### config.mk
export PLATFORM = sky130hd
export DESIGN_NAME = sc_point_datapath
export DESIGN_NICKNAME = d
export VERILOG_FILES = /design/src/rtl/sc_point_pkg.sv /design/src/rtl/sc_point_prescaler.sv /design/src/rtl/sc_point_datapath.sv
export SDC_FILE = /design/constraint.sdc
export NUM_CORES = 1
export LEC_CHECK = 0
export CAP_MARGIN = 5
export CORE_UTILIZATION = 45
export CTS_CLUSTER_SIZE = 40
export DETAILED_ROUTE_END_ITERATION = 8
export PLACE_DENSITY = 0.75
export SYNTH_ARGS = -nofsm -noshare
export SYNTH_HDL_FRONTEND = slang
export SYNTH_SLANG_ARGS = --single-unit
### constraint.sdc
create_clock -name SC_STATEMACHINEPOINT_CLOCK_50 -period 1.3 [get_ports SC_STATEMACHINEPOINT_CLOCK_50]
set_input_delay 0.13 -clock SC_STATEMACHINEPOINT_CLOCK_50 [delete_from_list [all_inputs] [get_ports SC_STATEMACHINEPOINT_CLOCK_50]]
set_output_delay 0.13 -clock SC_STATEMACHINEPOINT_CLOCK_50 [all_outputs]
set_load 0.02 [all_outputs]
### src/rtl/sc_point_pkg.sv
// Shared constants for the point/car datapath: shift codes, WAIT FSM states, default patterns.
package sc_point_pkg;

    localparam logic [1:0] SHIFT_LEFT  = 2'b01;
    localparam logic [1:0] SHIFT_RIGHT = 2'b10;
    localparam logic [1:0] SHIFT_HOLD  = 2'b11;

    typedef enum logic {
        IDLE = 1'b0,
        HOLD = 1'b1
    } wait_state_t;

    localparam logic [7:0] DEF_INIT_POS    = 8'b0001_0000;
    localparam logic [7:0] DEF_CAR_PATTERN = 8'b0001_1000;

endpackage

### src/rtl/sc_point_prescaler.sv
// Mod-TICK_MAX move prescaler; registered active-low tick one cycle after the wrapping strobe.
// Clear is synchronous and wins over a same-cycle strobe, suppressing the tick.
module sc_point_prescaler #(
    parameter int TICK_MAX = 25,
    localparam int CW = (TICK_MAX > 2) ? $clog2(TICK_MAX) : 1
) (
    input  logic SC_STATEMACHINEPOINT_CLOCK_50,
    input  logic SC_STATEMACHINEPOINT_RESET_InHigh,
    input  logic clear,
    input  logic upcount,
    output logic tick_n
);

    logic [CW-1:0] count;

    always_ff @(posedge SC_STATEMACHINEPOINT_CLOCK_50 or posedge SC_STATEMACHINEPOINT_RESET_InHigh) begin
        if (SC_STATEMACHINEPOINT_RESET_InHigh) begin
            count  <= '0;
            tick_n <= 1'b1;
        end else if (clear) begin
            count  <= '0;
            tick_n <= 1'b1;
        end else if (upcount) begin
            if (count == CW'(TICK_MAX - 1)) begin
                count  <= '0;
                tick_n <= 1'b0;
            end else begin
                count  <= count + 1'b1;
                tick_n <= 1'b1;
            end
        end else begin
            tick_n <= 1'b1;
        end
    end

endmodule

### src/rtl/sc_point_datapath.sv
// Point/car datapath: position shift register, saturating score, WAIT hold FSM, move prescaler.
// Optional SC_POINT_WRAP_EN turns the saturating shifts into rotates.
module sc_point_datapath
    import sc_point_pkg::*;
#(
    parameter int                       DATAWIDTH   = 8,
    parameter logic [DATAWIDTH-1:0]     INIT_POS    = DATAWIDTH'(DEF_INIT_POS),
    parameter logic [DATAWIDTH-1:0]     CAR_PATTERN = DATAWIDTH'(DEF_CAR_PATTERN),
    parameter int                       TICK_MAX    = 25,
    parameter int                       WAIT_CYCLES = 4,
    parameter int                       SCOREWIDTH  = 4
) (
    input  logic                  SC_STATEMACHINEPOINT_CLOCK_50,
    input  logic                  SC_STATEMACHINEPOINT_RESET_InHigh,
    input  logic                  SC_POINT_clear_InLow,
    input  logic                  SC_POINT_load0_InLow,
    input  logic                  SC_POINT_POINTselection_In,
    input  logic [1:0]            SC_POINT_shiftselection_In,
    input  logic                  SC_POINT_upcount_InLow,
    input  logic [DATAWIDTH-1:0]  SC_POINT_data_In,
    output logic [DATAWIDTH-1:0]  SC_POINT_point_Out,
    output logic [SCOREWIDTH-1:0] SC_POINT_score_Out,
    output logic                  SC_POINT_T0_OutLow,
    output logic                  SC_POINT_WAIT_Out
);

    localparam int WW = (WAIT_CYCLES > 1) ? $clog2(WAIT_CYCLES) : 1;

    logic          clear;
    logic          load;
    wait_state_t   state;
    logic [WW-1:0] wait_cnt;

    assign clear = ~SC_POINT_clear_InLow;
    assign load  = ~SC_POINT_load0_InLow;

    sc_point_prescaler #(
        .TICK_MAX (TICK_MAX)
    ) u_prescaler (
        .SC_STATEMACHINEPOINT_CLOCK_50     (SC_STATEMACHINEPOINT_CLOCK_50),
        .SC_STATEMACHINEPOINT_RESET_InHigh (SC_STATEMACHINEPOINT_RESET_InHigh),
        .clear                             (clear),
        .upcount                           (~SC_POINT_upcount_InLow),
        .tick_n                            (SC_POINT_T0_OutLow)
    );

    // Priority clear > load > shift > hold; shifts at an edge either saturate or rotate.
    always_ff @(posedge SC_STATEMACHINEPOINT_CLOCK_50 or posedge SC_STATEMACHINEPOINT_RESET_InHigh) begin
        if (SC_STATEMACHINEPOINT_RESET_InHigh) begin
            SC_POINT_point_Out <= INIT_POS;
        end else if (clear) begin
            SC_POINT_point_Out <= INIT_POS;
        end else if (load) begin
            SC_POINT_point_Out <= SC_POINT_POINTselection_In ? CAR_PATTERN : SC_POINT_data_In;
        end else begin
            case (SC_POINT_shiftselection_In)
                SHIFT_LEFT: begin
`ifdef SC_POINT_WRAP_EN
                    SC_POINT_point_Out <= {SC_POINT_point_Out[DATAWIDTH-2:0], SC_POINT_point_Out[DATAWIDTH-1]};
`else
                    if (!SC_POINT_point_Out[DATAWIDTH-1])
                        SC_POINT_point_Out <= {SC_POINT_point_Out[DATAWIDTH-2:0], 1'b0};
`endif
                end
                SHIFT_RIGHT: begin
`ifdef SC_POINT_WRAP_EN
                    SC_POINT_point_Out <= {SC_POINT_point_Out[0], SC_POINT_point_Out[DATAWIDTH-1:1]};
`else
                    if (!SC_POINT_point_Out[0])
                        SC_POINT_point_Out <= {1'b0, SC_POINT_point_Out[DATAWIDTH-1:1]};
`endif
                end
                default: ;
            endcase
        end
    end

    always_ff @(posedge SC_STATEMACHINEPOINT_CLOCK_50 or posedge SC_STATEMACHINEPOINT_RESET_InHigh) begin
        if (SC_STATEMACHINEPOINT_RESET_InHigh) begin
            SC_POINT_score_Out <= '0;
        end else if (clear) begin
            SC_POINT_score_Out <= '0;
        end else if (load && SC_POINT_POINTselection_In && (SC_POINT_score_Out != '1)) begin
            SC_POINT_score_Out <= SC_POINT_score_Out + 1'b1;
        end
    end

    // WAIT stays high for WAIT_CYCLES cycles: the load cycle's edge plus WAIT_CYCLES-1 countdown steps.
    always_ff @(posedge SC_STATEMACHINEPOINT_CLOCK_50 or posedge SC_STATEMACHINEPOINT_RESET_InHigh) begin
        if (SC_STATEMACHINEPOINT_RESET_InHigh) begin
            state             <= IDLE;
            wait_cnt          <= '0;
            SC_POINT_WAIT_Out <= 1'b0;
        end else if (clear) begin
            state             <= IDLE;
            wait_cnt          <= '0;
            SC_POINT_WAIT_Out <= 1'b0;
        end else if (load) begin
            state             <= HOLD;
            wait_cnt          <= WW'(WAIT_CYCLES - 1);
            SC_POINT_WAIT_Out <= 1'b1;
        end else begin
            case (state)
                HOLD: begin
                    if (wait_cnt == '0) begin
                        state             <= IDLE;
                        SC_POINT_WAIT_Out <= 1'b0;
                    end else begin
                        wait_cnt <= wait_cnt - 1'b1;
                    end
                end
                default: SC_POINT_WAIT_Out <= 1'b0;
            endcase
        end
    end

endmodule

## Word-level counts from Yosys, hierarchy flattened

Cells that the tools add are included.

- Register bits after elaboration: 22
- Latch bits: 0
- Bits in writable memories: 0
- Bits in read-only memories: 0
- Input bits: 16
- Output and inout port bits: 14
- Word-level logic and storage cells: 58
- Memories: 0

- $add $sub $neg: 3
- Multiply operators: 0
- Divide/modulo/power cells: 0
- Order comparisons: 0
- Equality and inequality tests: 12
- Shift operators: 0
- Mux-type cells: 26
- Bitwise logic cells: 1
- Reduce and logical (&&, ||, !) cells: 7

Operators with widths:

| operator | count |
|---|---|
| $mux W8 | 5 |
| $pmux W8 S2 | 1 |
| $mux W5 | 3 |
| $ne A4 B4 Y1 const B | 3 |
| $mux W1 | 11 |
| $mux W2 | 4 |
| $mux W4 | 2 |
| $reduce_and A2 Y1 | 3 |
| $add A5 B1 Y5 const B | 1 |
| $eq A5 B5 Y1 const B | 1 |
| $add A4 B1 Y4 const B | 1 |
| $ne A4 B2 Y1 const B | 1 |
| $ne A4 B3 Y1 const B | 1 |
| $ne A3 B2 Y1 const B | 1 |
| $ne A3 B3 Y1 const B | 1 |
| $reduce_and A3 Y1 | 1 |
| $eq A2 B1 Y1 const B | 1 |
| $eq A2 B2 Y1 const B | 1 |
| $logic_and A1 B1 Y1 | 2 |
| $logic_not A2 Y1 | 1 |
| $ne A2 B1 Y1 const B | 1 |
| $ne A2 B2 Y1 const B | 1 |
| $sub A2 B1 Y2 const B | 1 |
| $not A1 Y1 | 1 |

## Logic depth before layout (Yosys ltp)

Gate-level depths: netlist of the first run.

- Word-level depth: 5
- Mapped depth: 6
- Mapped depth without buffers: 5

## Hierarchy

Synthesis of the first run repeated with hierarchy kept, for this count alone.

- Cell total of the unflattened synthesis: 142
- Area total of the unflattened synthesis: 1,350.0 um2

By module, submodules not included:

| module | times used | cells an instance | area an instance (um2) | sequential area each (um2) |
|---|---|---|---|---|
| sc_point_datapath | 1 | 109 | 1,006.0 | 401.6 |
| sc_point_prescaler | 1 | 33 | 344.1 | 151.4 |

## Worst setup path before layout of the first run

Ideal clock, no wire load.

- Path kind: reg2reg
- Start: register SC_POINT_point_Out[7]
- End: register SC_POINT_point_Out[5]
- Setup time: 81 ps
- Arrival: 1,439 ps
- Data required time: 1,219 ps
- Path slack: -220 ps
- Stages on the path, launching flop included: 5
- Buffers on the path: 1
- Period minus slack after synthesis: 1,520 ps
- Cell sequence: dfrtp_1 > buf_6 > or3b_1 > a221o_1 > a31oi_2

- Longest elaborated chain between the ends: 2

RTL lines:

| what | RTL line | source |
|---|---|---|
| start, declared | sc_point_datapath.sv:21 | `output logic [DATAWIDTH-1:0] SC_POINT_point_Out,` |
| start signal, assigned | sc_point_datapath.sv:54 | `SC_POINT_point_Out <= SC_POINT_POINTselection_In ? CAR_PATTERN : SC_POINT_data_In;` |
| start signal, assigned | sc_point_datapath.sv:62 | `SC_POINT_point_Out <= {SC_POINT_point_Out[DATAWIDTH-2:0], 1'b0};` |
| start signal, assigned | sc_point_datapath.sv:70 | `SC_POINT_point_Out <= {1'b0, SC_POINT_point_Out[DATAWIDTH-1:1]};` |
| $ne A4 B4 Y1 (no source line) | - |  |
| $reduce_and A3 Y1 (no source line) | - |  |

No other way between the ends.
A chain may end at the register's enable or synchronous reset.

## Worst setup path in the final report of the first run

- Start: register SC_POINT_point_Out[4]
- End: register SC_POINT_point_Out[5]

- Longest elaborated chain between the ends: 4

RTL lines:

| what | RTL line | source |
|---|---|---|
| $mux W8 | sc_point_datapath.sv:61 | `if (!SC_POINT_point_Out[DATAWIDTH-1])` |
| $pmux W8 S2 | sc_point_datapath.sv:56 | `case (SC_POINT_shiftselection_In)` |
| $mux W8 | sc_point_datapath.sv:53 | `end else if (load) begin` |
| $mux W8 | sc_point_datapath.sv:51 | `end else if (clear) begin` |

No other way between the ends. The select of a mux whose other input is x is not followed.

==> results.sh, run 1 <==
export IMPL_status="finished with violations"
export IMPL_failed_checks="DRC, setup timing"
export IMPL_clock_latency_ps=310
export IMPL_fin_crit_ps=1400
export IMPL_crit_start="SC_POINT_point_Out[4]$_DFFE_PP1P_"
export IMPL_setup_ws_ps=-97.4
export IMPL_synth_edf_count=0
export IMPL_yosysSeqAreaShare=0.403
export IMPL_wire_per_inst_microns=16.7
export IMPL_intPower_uw=1310
export IMPL_final_cells=236
export IMPL_cp_num_cells=3
export IMPL_drt_iter0_markers=66
export IMPL_clkPwrFrac=0.293
export IMPL_grt_antenna_before_repair=0
export IMPL_tightest_slew_ps=378
export IMPL_nFillCells=213
export IMPL_cts_tree="done"
export IMPL_synthesis_instances=144
export IMPL_viasPerCell=5.91
export IMPL_ys_flop_type="dfrtp_1"
export IMPL_dp_cells=225
export IMPL_path_max_fanout=2
export IMPL_dr_pass1_iters=6
export IMPL_max_freq_mhz=716
export IMPL_grt_max_degree=23
export IMPL_finalSetupViolCount=5
export IMPL_grt_pass1_vias=1340
export IMPL_synth_warnings=0
export IMPL_port_buffers=29
export IMPL_crit_chain="or3b_1 > a221o_1 > a31oi_2"
export IMPL_cts_htree_levels=1
export IMPL_slew_violations=0
export IMPL_area_growth_syn_to_layout_pct=52.3
export IMPL_regArea_sq_um=559
export IMPL_vias=1395
export IMPL_syn_num_nets=167
export IMPL_start_util=0.486
export IMPL_cpPeakStageDelay_ps=560
export IMPL_clock_sinks=22
export IMPL_pwr_share_comb=0.282
export IMPL_cp_data_required_time_ps=1540
export IMPL_async_flop_share=1.00
export IMPL_die_w_microns=57.3
export IMPL_fp_dieH_microns=57.3
export IMPL_critPathLaunchType="flop"
export IMPL_grt_pass1_wl_microns=6100
export IMPL_clk_path_buf_depth=2
export IMPL_critPathSlowestCell="dfstp_2"
export IMPL_n_antenna_cell=0
export IMPL_relSlewSlack=0.744
export IMPL_rsz0062_at_grt="yes"
export IMPL_crit_type="reg2reg"
export IMPL_worstPathArrival_ps=1630
export IMPL_synth_cell_types=44
export IMPL_path_buf_inv=0
export IMPL_die_area_sq_um=3280
export IMPL_rr_startpoint="SC_POINT_point_Out[4]$_DFFE_PP1P_"
export IMPL_seqPwrFrac=0.425
export IMPL_clkTransAtPathRegs_ps=140
export IMPL_remaining_drc_errors=6
export IMPL_hold_viol=0
export IMPL_antenna_left=0
export IMPL_reg2reg_to="SC_POINT_point_Out[5]$_DFFE_PP0P_"
export IMPL_core_area_sq_um=2830
export IMPL_vdd_drop_max_mv=0.467
export IMPL_wl_microns=3940
export IMPL_syn_avg_cell_area_sq_um=9.54
export IMPL_netlist_area_sq_um=1370
export IMPL_ios=30
export IMPL_rr_worst_depth=3
export IMPL_max_cap_viol_count=0
export IMPL_multi_input_area_sq_um=880
export IMPL_drive_gt1_frac=0.390
export IMPL_power_switching_uw=512
export IMPL_fp_row_count=19
export IMPL_p_sw_frac=0.281
export IMPL_total_power_uw=1820
export IMPL_p_leak_uw=0.000946
export IMPL_gr_total_overflow=0
export IMPL_clock_root_buffer="clkbuf_4"
export IMPL_min_path_type="in2async"
export IMPL_crit_family="flip-flops"
export IMPL_cts_made_buffers=3
export IMPL_r2r_slack_ps=-100
export IMPL_ys_seq_elements=22
export IMPL_place_gp_congestion=0.902
export IMPL_track_usage=0.239
export IMPL_period_share=1.07
export IMPL_cp_end_kind="flop"
export IMPL_hpwl_microns=2650
export IMPL_nets=229
export IMPL_finalClockSkew_ps=7.69
export IMPL_power_density_nw_per_um2=870
## Yosys cell counts, types with 3 or more instances
cell type	count	area, sq um
dfrtp_1	20	500
a21oi_1	14	70.1
inv_1	11	41.3
nand2_1	11	41.3
ha_1	7	87.6
o21ai_0	7	35.0
a211oi_1	5	37.5
nor2_1	5	18.8
a31oi_1	4	25.0
nand2b_1	4	25.0
nor2b_1	4	25.0
or3_1	4	25.0
nand3b_1	3	22.5
nor3b_1	3	22.5
nor4bb_1	3	30.0
## worst max path at each step
| stage | to | slack (ps) |
|---|---|---|
| after floorplan | SC_POINT_point_Out[5]$_DFFE_PP0P_ | -170 |
| after global placement | SC_POINT_point_Out[5]$_DFFE_PP0P_ | -570 |
| after detailed placement | SC_POINT_point_Out[5]$_DFFE_PP0P_ | -590 |
| after CTS | SC_POINT_point_Out[5]$_DFFE_PP0P_ | -120 |
| after global routing | SC_POINT_point_Out[5]$_DFFE_PP0P_ | -140 |
| final | SC_POINT_point_Out[5]$_DFFE_PP0P_ | -100 |
## power groups by stage
| stage | registers [uW] | clock network, uW | logic, uW |
|---|---|---|---|
| 3_5_place_dp | 785 | 0 | 456 |
| 5_1_grt | 780 | 574 | 550 |
| 3_3_place_gp | 783 | 0 | 442 |
| 2_1_floorplan | 815 | 0 | 191 |
| 4_1_cts | 770 | 534 | 466 |
| 6_report | 774 | 533 | 513 |
## cell type report
class,count,share of cell area
Clock buffer,3,0.0108
Inverter,11,0.0197
Multi-Input combinational cell,106,0.420
Clock inverter,1,0.0144
Tap cell,31,0.0185
Sequential cell,22,0.267
Timing Repair Buffer,62,0.249
## cell usage in the layout (no fill, tap or decap), types with 3 or more instances in the layout
cell / instances
nor3b_1: 3
dlygate4sd2_1: 12
nand2_1: 10
a21oi_1: 11
clkdlybuf4s50_1: 11
clkbuf_4: 3
ha_4: 3
dfrtp_2: 5
a21oi_2: 3
buf_4: 31
a31oi_2: 3
a211oi_1: 3
ha_2: 3
nor2_1: 5
o21ai_0: 5
nand2b_1: 4
inv_1: 10
nand3b_1: 3
dfrtp_1: 15
or3_1: 3
## worst reg2reg max path, delay by kind of cell (launching register included)
| family | cells | cell delay (ps) |
|---|---|---|
| AOI/OAI and AO/OA | 2 | 440 |
| and+or+nand+nor | 1 | 340 |
| DFF | 1 | 560 |
## logic make-up after synthesis
group	synth area share
AND/OR/NAND/NOR	0.242
AO/OA/AOI/OAI	0.210
flip-flops	0.403
buffers and inverters	0.0510
adder cells (fa/ha/maj)	0.0637
multiplexers	0.0237
XOR/XNOR	0.00638
## routing by layer
metal  vias up  track usage  wire length (microns)
met2        63        0.392                   1890
met4         0       0.0592                     44
met1       671        0.329                   1760
li1        655            -                      -
met5         -            0                      0
met3         6       0.0431                    239
## registers in the layout, summed over array words and instances, names as in the netlist
register	flops
SC_POINT_WAIT_Out	1
SC_POINT_point_Out	8
SC_POINT_score_Out	4
state	1
u_prescaler.count	5
u_prescaler.tick_n	1
wait_cnt	2
## what timing repair did
item	4_1_cts	5_1_grt
setup buffers	4	3
resized for setup	29	26
hold buffers	0	0
setup endpoints to repair	26	16
pin swaps	6	5
## through the flow
stage	hold WS, ps	setup WS (ps)	utilization	setup TNS (ps)	area, sq um
2_1_floorplan	117	-168	-	-325	1400
3_3_place_gp	491	-566	0.671	-4760	1900
3_5_place_dp	488	-589	0.671	-5210	1900
4_1_cts	151	-120	0.706	-316	2000
5_1_grt	162	-139	0.739	-600	2090
6_report	139	-97.4	0.739	-262	2090
Note: power is estimated with default switching activity, not from simulation.
==> run 2: changes to the inputs <==
Settings changed: CORE_MARGIN set to 5.
==> results.sh, run 2 (synthesized netlist as in run 1, its figures left out) <==
export IMPL_status="finished with violations"
export IMPL_failed_checks="setup timing"
export IMPL_max_freq_mhz=710
export IMPL_nets=232
export IMPL_die_w_microns=65.3
export IMPL_grt_max_degree=23
export IMPL_drt_iter0_markers=56
export IMPL_ios=30
export IMPL_track_usage=0.195
export IMPL_path_max_fanout=4
export IMPL_critPathLaunchType="flop"
export IMPL_min_path_type="in2async"
export IMPL_tightest_slew_ps=303
export IMPL_worstPathArrival_ps=1670
export IMPL_hpwl_microns=2820
export IMPL_final_area_sq_um=2070
export IMPL_fin_crit_ps=1410
export IMPL_p_leak_uw=0.000930
export IMPL_start_util=0.461
export IMPL_rr_worst_depth=5
export IMPL_rsz0062_at_grt="yes"
export IMPL_finalSetupViolCount=6
export IMPL_grt_antenna_before_repair=0
export IMPL_place_gp_congestion=0.882
export IMPL_nFillCells=250
export IMPL_vias=1349
export IMPL_dr_pass1_iters=4
export IMPL_max_cap_viol_count=0
export IMPL_port_buffers=29
export IMPL_clock_latency_ps=320
export IMPL_clock_root_buffer="clkbuf_4"
export IMPL_area_growth_syn_to_layout_pct=50.5
export IMPL_wl_microns=3710
export IMPL_antenna_left=0
export IMPL_cts_htree_levels=1
export IMPL_viasPerCell=5.60
export IMPL_period_share=1.08
export IMPL_clk_path_buf_depth=2
export IMPL_fp_dieH_microns=65.3
export IMPL_largestRegisters="SC_POINT_point_Out: 8 flops, u_prescaler.count: 5 flops, SC_POINT_score_Out: 4 flops"
export IMPL_cts_tree="done"
export IMPL_hold_slack_ps=146
export IMPL_mostFrequentLayoutCell="buf_4"
export IMPL_vdd_drop_max_mv=0.503
export IMPL_cp_end_kind="flop"
export IMPL_n_antenna_cell=0
export IMPL_clock_sinks=22
export IMPL_post_dp_cell_area_sq_um=1940
export IMPL_crit_type="reg2reg"
export IMPL_die_area_sq_um=4260
export IMPL_largest_reg_flops=8
export IMPL_holdBufCountCts=0
export IMPL_r2r_slack_ps=-110
export IMPL_rr_startpoint="u_prescaler.count[0]$_DFFE_PP0P_"
export IMPL_remaining_drc_errors=0
export IMPL_grt_pass1_wl_microns=6390
export IMPL_cp_data_required_time_ps=1560
export IMPL_fp_row_count=20
export IMPL_finalClockSkew_ps=2.96
export IMPL_hold_viol=0
export IMPL_slew_violations=0
export IMPL_reg2reg_to="u_prescaler.count[0]$_DFFE_PP0P_"
export IMPL_core_area_sq_um=2980
export IMPL_relSlewSlack=0.795
export IMPL_gr_total_overflow=0
export IMPL_clkTransAtPathRegs_ps=130
export IMPL_power_density_nw_per_um2=775
export IMPL_total_power_uw=1600
export IMPL_grt_pass1_vias=1386
export IMPL_setup_ws_ps=-109
export IMPL_top_register="SC_POINT_point_Out"
export IMPL_layout_common_cells="37 x buf_4, 15 x dfrtp_1, 12 x clkdlybuf4s50_1"
export IMPL_wire_per_inst_microns=15.4
export IMPL_drive_gt1_frac=0.370
export IMPL_cts_made_buffers=3
-- run 2: cell types whose count changed in the layout (fill, tap and decap cells not counted), sizes merged --
cell	before	now
clkdlybuf4s15	1	4
clkdlybuf4s50	11	12
dlymetal6s2s	2	1
bufinv	1	0
dlygate4sd2	12	10
buf	35	38
-- run 2: routing by layer --
metal / global-route usage / vias to the layer above / share of wire
met2: 0.360 / 28 / 0.53
li1: - / 655 / -
met4: 0.0959 / 0 / 0.019
met3: 0.0291 / 6 / 0.033
met5: 0 / - / 0
met1: 0.216 / 660 / 0.42
-- run 2: final cells by class --
type                            instances  area, sq um  area share
Inverter                               11         41.3      0.0200
Clock buffer                            4         26.3      0.0127
Sequential cell                        22          559       0.270
Timing Repair Buffer                   65          544       0.263
Tap cell                               33         41.3      0.0200
Multi-Input combinational cell        106          856       0.414
-- run 2: power by group --
| group | switching [uW] | internal (uW) |
|---|---|---|
| sequential | 39.2 | 731 |
| clock | 221 | 120 |
| combinational | 231 | 260 |
-- run 2: repair_timing --
action,4_1_cts,5_1_grt
pin swaps,3,7
gates cloned,0,0
gates resized for setup,30,19
setup endpoints to repair,28,16
setup buffers,4,0
-- run 2: worst max-delay path by stage --
stage | endpoint | depth (start not counted) | from
floorplan | SC_POINT_point_Out[5]$_DFFE_PP0P_ | 3 | SC_POINT_point_Out[4]$_DFFE_PP1P_
detailed placement | SC_POINT_point_Out[5]$_DFFE_PP0P_ | 6 | SC_POINT_shiftselection_In[0]
global placement | SC_POINT_point_Out[5]$_DFFE_PP0P_ | 6 | SC_POINT_shiftselection_In[0]
CTS | SC_POINT_point_Out[5]$_DFFE_PP0P_ | 3 | SC_POINT_point_Out[4]$_DFFE_PP1P_
global route | SC_POINT_point_Out[5]$_DFFE_PP0P_ | 3 | SC_POINT_point_Out[4]$_DFFE_PP1P_
finish | u_prescaler.count[0]$_DFFE_PP0P_ | 5 | u_prescaler.count[0]$_DFFE_PP0P_
-- run 2: metrics by stage --
stage	worst slack [ps]	instances	utilization	setup TNS (ps)
after global routing	-148	241	0.695	-652
after detailed placement	-589	233	0.653	-5380
after global placement	-552	233	0.653	-4530
after floorplan	-168	144	-	-325
after CTS	-145	241	0.674	-461
final	-109	241	0.695	-387
-- run 2: critical path, stage by stage (launching register included) --
cell	delay [ps]
dfrtp_1	390
inv_1	60
ha_2	190
and4b_2	240
or3_1	340
a21oi_2	130
==> run 3: changes to the inputs <==
Settings changed: ABC_CLOCK_PERIOD_IN_PS set to 1300, CAP_MARGIN 5 to 20.
==> results of run 3 <==
No change in the layout: final DEF, timing and power equal those of run 2.
